**src/rtl/div_seq_if.sv**
```systemverilog
// Operand/result handshake bundle for div_seq: operands in on in_valid/in_ready,
// results out on out_valid/out_ready.
interface div_seq_if #(
  parameter int N = 8,
  parameter int M = N
);
  logic         in_valid;
  logic         in_ready;
  logic [N-1:0] a;
  logic [M-1:0] b;
  logic         out_valid;
  logic         out_ready;
  logic [N-1:0] q;
  logic [M-1:0] r;
  logic         dbz;

  modport master (
    output in_valid, a, b, out_ready,
    input  in_ready, out_valid, q, r, dbz
  );

  modport slave (
    input  in_valid, a, b, out_ready,
    output in_ready, out_valid, q, r, dbz
  );
endinterface

```
**src/rtl/div_seq.sv**
```systemverilog
// Bit-serial restoring divider, one quotient bit per clock; out_valid N edges after accept.
// Accepts only in IDLE; result held in DONE until out_ready, and retained afterwards.
module div_seq #(
  parameter int N = 8,
  parameter int M = N
) (
  input  logic      clk,
  input  logic      rst,
  div_seq_if.slave  bus
);
  localparam int CW = (N > 1) ? $clog2(N) : 1;

  typedef enum logic [1:0] {IDLE, RUN, DONE} state_t;

  state_t        state;
  logic [CW-1:0] cnt;
  logic [N-1:0]  dvd;
  logic [M-1:0]  dvs;
  logic [M:0]    p;
  logic [N-1:0]  qacc;
  logic          zdiv;

  logic [M:0]    t;
  logic [M:0]    t_sub;
  logic [M:0]    p_nxt;
  logic          qbit;

  // One restoring step: the dividend MSB shifts into the partial remainder.
  always_comb begin
    t     = {p[M-1:0], dvd[N-1]};
    t_sub = t - {1'b0, dvs};
    qbit  = (t >= {1'b0, dvs});
    p_nxt = qbit ? t_sub : t;
  end

  always_ff @(posedge clk) begin
    if (rst) begin
      state         <= IDLE;
      cnt           <= '0;
      dvd           <= '0;
      dvs           <= '0;
      p             <= '0;
      qacc          <= '0;
      zdiv          <= 1'b0;
      bus.in_ready  <= 1'b1;
      bus.out_valid <= 1'b0;
      bus.q         <= '0;
      bus.r         <= '0;
      bus.dbz       <= 1'b0;
    end else begin
      case (state)
        IDLE: begin
          if (bus.in_valid && bus.in_ready) begin
            state        <= RUN;
            dvd          <= bus.a;
            dvs          <= bus.b;
            p            <= '0;
            qacc         <= '0;
            cnt          <= CW'(N - 1);
            zdiv         <= (bus.b == '0);
            bus.in_ready <= 1'b0;
          end
        end
        RUN: begin
          dvd  <= {dvd[N-2:0], 1'b0};
          p    <= p_nxt;
          qacc <= {qacc[N-2:0], qbit};
          cnt  <= cnt - 1'b1;
          // Published outputs only change on the final step so they hold during RUN.
          if (cnt == '0) begin
            state         <= DONE;
            bus.out_valid <= 1'b1;
            bus.q         <= {qacc[N-2:0], qbit};
            bus.r         <= p_nxt[M-1:0];
            bus.dbz       <= zdiv;
          end
        end
        DONE: begin
          if (bus.out_ready) begin
            state         <= IDLE;
            bus.out_valid <= 1'b0;
            bus.in_ready  <= 1'b1;
          end
        end
        default: begin
          state         <= IDLE;
          bus.out_valid <= 1'b0;
          bus.in_ready  <= 1'b1;
        end
      endcase
    end
  end
endmodule

```
**src/flat_wrapper.sv**
```systemverilog
// flat-port wrapper written by rule: the top's interface ports become plain ports
module div_seq_flat 
#(
  parameter int N = 8,
  parameter int M = N
)
  (clk, rst, bus_in_valid, bus_a, bus_b, bus_out_ready, bus_in_ready, bus_out_valid, bus_q, bus_r, bus_dbz);
  div_seq_if #(.N(N), .M(M)) bus_i ();
  input  logic clk;
  input  logic rst;
  input wire logic [$bits(bus_i.in_valid)-1:0] bus_in_valid;
  input wire logic [$bits(bus_i.a)-1:0] bus_a;
  input wire logic [$bits(bus_i.b)-1:0] bus_b;
  input wire logic [$bits(bus_i.out_ready)-1:0] bus_out_ready;
  output wire logic [$bits(bus_i.in_ready)-1:0] bus_in_ready;
  output wire logic [$bits(bus_i.out_valid)-1:0] bus_out_valid;
  output wire logic [$bits(bus_i.q)-1:0] bus_q;
  output wire logic [$bits(bus_i.r)-1:0] bus_r;
  output wire logic [$bits(bus_i.dbz)-1:0] bus_dbz;
  assign bus_i.in_valid = bus_in_valid;
  assign bus_i.a = bus_a;
  assign bus_i.b = bus_b;
  assign bus_i.out_ready = bus_out_ready;
  assign bus_in_ready = bus_i.in_ready;
  assign bus_out_valid = bus_i.out_valid;
  assign bus_q = bus_i.q;
  assign bus_r = bus_i.r;
  assign bus_dbz = bus_i.dbz;
  div_seq #(.N(N), .M(M)) u_core (.clk(clk), .rst(rst), .bus(bus_i));
endmodule
```
**config.mk**
```make
export PLATFORM = sky130hd
export DESIGN_NAME = div_seq_flat
export DESIGN_NICKNAME = d
export VERILOG_FILES = /design/src/rtl/div_seq_if.sv /design/src/rtl/div_seq.sv /design/src/flat_wrapper.sv
export SDC_FILE = /design/constraint.sdc
export NUM_CORES = 1
export LEC_CHECK = 0
export ABC_CLOCK_PERIOD_IN_PS = 2460
export BUFFER_PORTS_ARGS = -buffer_cell sky130_fd_sc_hd__buf_2
export CORE_MARGIN = 4
export CORE_UTILIZATION = 40
export CTS_CLUSTER_SIZE = 28
export DETAILED_ROUTE_END_ITERATION = 12
export GPL_TIMING_DRIVEN = 0
export RECOVER_POWER = 25
export SETUP_SLACK_MARGIN = 0.02
export SLEW_MARGIN = 20
export SYNTH_ARGS = -nofsm -noshare
export SYNTH_HDL_FRONTEND = slang
export SYNTH_SLANG_ARGS = --single-unit
```
**constraint.sdc**
```tcl
create_clock -name clk -period 2.46 [get_ports clk]
set_input_delay 0.369 -clock clk [delete_from_list [all_inputs] [get_ports clk]]
set_output_delay 0.369 -clock clk [all_outputs]
set_load 0.005 [all_outputs]
```
==> impl_metrics.csv <==
group,metric,value,unit
timing,slew_headroom,0.363,
drt,avgRoutedWirePerCell,13.9,µm
status,status,"finished clean",
setup_path,path_class,"reg2reg",
worst_hold_path,hold_path_depth,3,
pwr,power.leakage,1.16,nW
die,start_util,0.416,
clocking,clockBufferDepth,2,
setup_path,required,2.70,ns
clocking,cts_hold_buffers,0,
clocking,htreeDepth,2,
final_layout,instances_no_fill,451,
drt,drt_iter0_markers,94,
final_layout,area_growth,13.5,%
setup_path,r2r-start,"u_core.dvs[5]",
job,drv_cap,0,
pwr,ir_drop,0.320,mV
setup_path,cp_cell_sequence,"inv_1, ha_1, nand4b_2, o221ai_2, a21o_1, buf_6, mux2_4, o31ai_4",
setup_path,crit_path_start_kind,"flip-flop",
timing,finalSetupTns,0,ns
placement,gp_congestion,0.842,
timing,period_share,0.851,
die,die_h,89.7,µm
final_layout,diodes,0,
setup_path,r2r_slack,0.37,ns
die,pin_count,39,
synthesis,ys_ff_latch,56,
synthesis,ys_async_sr_fraction,0,
timing,skew,0.00809,ns
synthesis,syn_area_per_cell,8.11,µm²
worst_hold_path,hold_start,"bus_b[3]",
drt,dr_total_vias,2376,
setup_path,critPathMaxStageDelay,0.41,ns
timing,final_hold_viol_count,0,
clocking,cts_resized,0,
global_route,grt-ovfl-total,0,
drt,dr.pass1.iters,4,
global_route,grt_max_degree,20,
die,die_w,89.7,µm
synthesis,synth_common_cells,"nand2_1 (71), dfxtp_1 (56), a21oi_1 (35), nor2_1 (25), inv_1 (20)",
final_layout,drive_gt1_frac,0.136,
final_layout,ff_latch_area,0.00112,mm²
setup_path,crit_arrival,2.33,ns
setup_path,r2r-end,"u_core.bus.r[0]",
timing,rsz0062_at_grt,"false",
synthesis,yosysMostFrequentCell,"nand2_1",
setup_path,crit_fanout,9,
synthesis,yosys.area.top_type_share,0.420,
clocking,clock-sinks,56,
timing,fmax,478,MHz
synthesis,yosys.area.top_type,"dfxtp_1",
global_route,antenna_found_initial,0,
timing,hold_ws,0.295,ns
clocking,cts_made_buffers,5,
synthesis,synth_edf_count,0,
worst_hold_path,hold-path-endpoint,"u_core.dvs[3]",
placement,dpl.cell_count,443,
final_layout,fill_cells,667,
final_layout,multiInputGateArea,0.00138,mm²
die,core,0.00642,mm²
drt,drt_wl_total,6.27,mm
clocking,cts_setup_buffers,0,
drt,drc_errors,0,
synthesis,synthTopCellsByArea,"dfxtp_1 (42%), nand2_1 (10%), a21oi_1 (6.6%), ha_1 (4.7%), nor2_1 (3.5%)",
pwr,cellPowerDensity,773,mW/mm²
global_route,grt_usage,0.170,
setup_path,worst-r2r-cell-count,8,
clocking,cts_tree,"done",
setup_path,worst_path_max_delay_cell,"ha_1",
worst_hold_path,hp-class,"in2reg",
synthesis,ys_seq_area_frac,0.420,
synthesis,synth_fp_nets,360,
placement,post-dp-hpwl,4.72,mm
timing,period_minus_slack,2.09,ns
synthesis,ys_warn_count,0,
timing,setup_viol,0,
die,die-area,0.00804,mm²
clocking,clkTransAtPathRegs,0.11,ns
placement,port_buffers,37,
clocking,clk_latency,0.32,ns
final_layout,finish.utilization,0.471,
setup_path,cpLargestDelayFamily,"compound AO/OA/AOI/OAI gates",
synthesis,ys_types,50,
global_route,grt_pass1_vias,2236,
setup_path,end_kind,"flip-flop",
drt,antenna_left,0,
synthesis,synth_cells,329,
clocking,cts-root-buf,"clkbuf_8",
timing,tightest_slew,0.948,ns
pwr,p_total,2.34,mW
setup_path,path_buf_inv,2,
synthesis,synth_ff_type,"dfxtp_1",
timing,drv_slew,0,
die,core.rowCount,29,
global_route,grt_pass1_wl,10.7,mm
drt,routed_via_density,5.27,
synthesis,syn_area,0.00267,mm²
final_layout,fin_nets,404,
-- metal layers --
metal,wire (µm),GRT usage,vias to the layer above
li1,-,-,1226
met4,94,0.0609,0
met1,3130,0.238,1104
met2,2840,0.264,37
met5,0,0,-
met3,208,0.0265,9
-- through the flow --
step | setup WS (ns) | area, µm²
after floorplan | 0.562 | 2670
after global placement | 0.373 | 2950
after detailed placement | 0.374 | 2950
after CTS | 0.359 | 3040
after global routing | 0.180 | 3030
final | 0.367 | 3030
-- where the power goes --
group | switching [mW] | internal (mW) | total, mW
Clock | 0.340 | 0.209 | 0.549
Sequential | 0.0468 | 0.982 | 1.03
Combinational | 0.464 | 0.300 | 0.764
-- registers in the layout, indices dropped and copies added (netlist names), 2 cells and up --
| register | count |
|---|---|
| u_core.bus.q | 8 |
| u_core.bus.r | 8 |
| u_core.cnt | 3 |
| u_core.dvd | 8 |
| u_core.dvs | 8 |
| u_core.p | 8 |
| u_core.qacc | 7 |
| u_core.state | 2 |
-- cells by family after synthesis --
logic type	Yosys count	share of synthesized area
mux	4	0.0169
xor+xnor	2	0.00656
flops	56	0.420
compound gates	84	0.213
buf+inv	39	0.0647
fa+ha+maj	11	0.0544
simple gates	133	0.225
-- worst reg2reg max path: stages (launching register included) --
cell      delay, ns
dfxtp_1        0.35
inv_1          0.04
ha_1           0.41
nand4b_2       0.17
o221ai_2       0.28
a21o_1         0.14
buf_6          0.15
mux2_4         0.33
o31ai_4        0.15
-- placed cells by master, fill, tap and decap left out, types with 2 or more instances in the layout --
cell type and count:
buf_2 29, nand3_1 9, mux2i_1 3, o22ai_1 2, inv_1 20, o31ai_1 2, buf_4 2, nand2b_1 4
clkbuf_1 21, a211oi_2 2, nor3b_1 2, nor4_1 4, o21ai_0 9, a211oi_1 9, nor2b_1 3, inv_6 2
o2111a_1 2, xor2_1 2, a311oi_1 8, nor3_1 3, a21oi_1 35, nand3b_1 2, a31oi_1 3, o21a_1 2
nor2_1 25, or3_1 3, clkbuf_8 5, buf_1 2, nand2_1 71, dfxtp_1 56, ha_1 10
-- final cells by class --
class / count / area share
plain buffers: 19 / 0.0322
clock buffers: 5 / 0.0227
clock inverters: 3 / 0.00826
inverters: 20 / 0.0248
multi-input cells: 234 / 0.454
flip-flops and latches: 56 / 0.370
well taps: 77 / 0.0318
repair buffers: 37 / 0.0558
-- worst max path at each step --
stage             startpoint         endpoint  slack (ns)  cells after the start
4_1_cts        u_core.dvs[6]  u_core.bus.r[0]        0.36                      8
2_1_floorplan  u_core.dvs[5]  u_core.bus.r[0]        0.56                      8
3_3_place_gp   u_core.dvd[7]  u_core.bus.r[6]        0.37                      9
6_report       u_core.dvs[5]  u_core.bus.r[0]        0.37                      8
5_1_grt        u_core.dvd[7]      u_core.p[6]        0.18                      9
3_5_place_dp   u_core.dvd[7]  u_core.bus.r[6]        0.37                      9
Note: power is estimated with default switching activity, not from simulation.
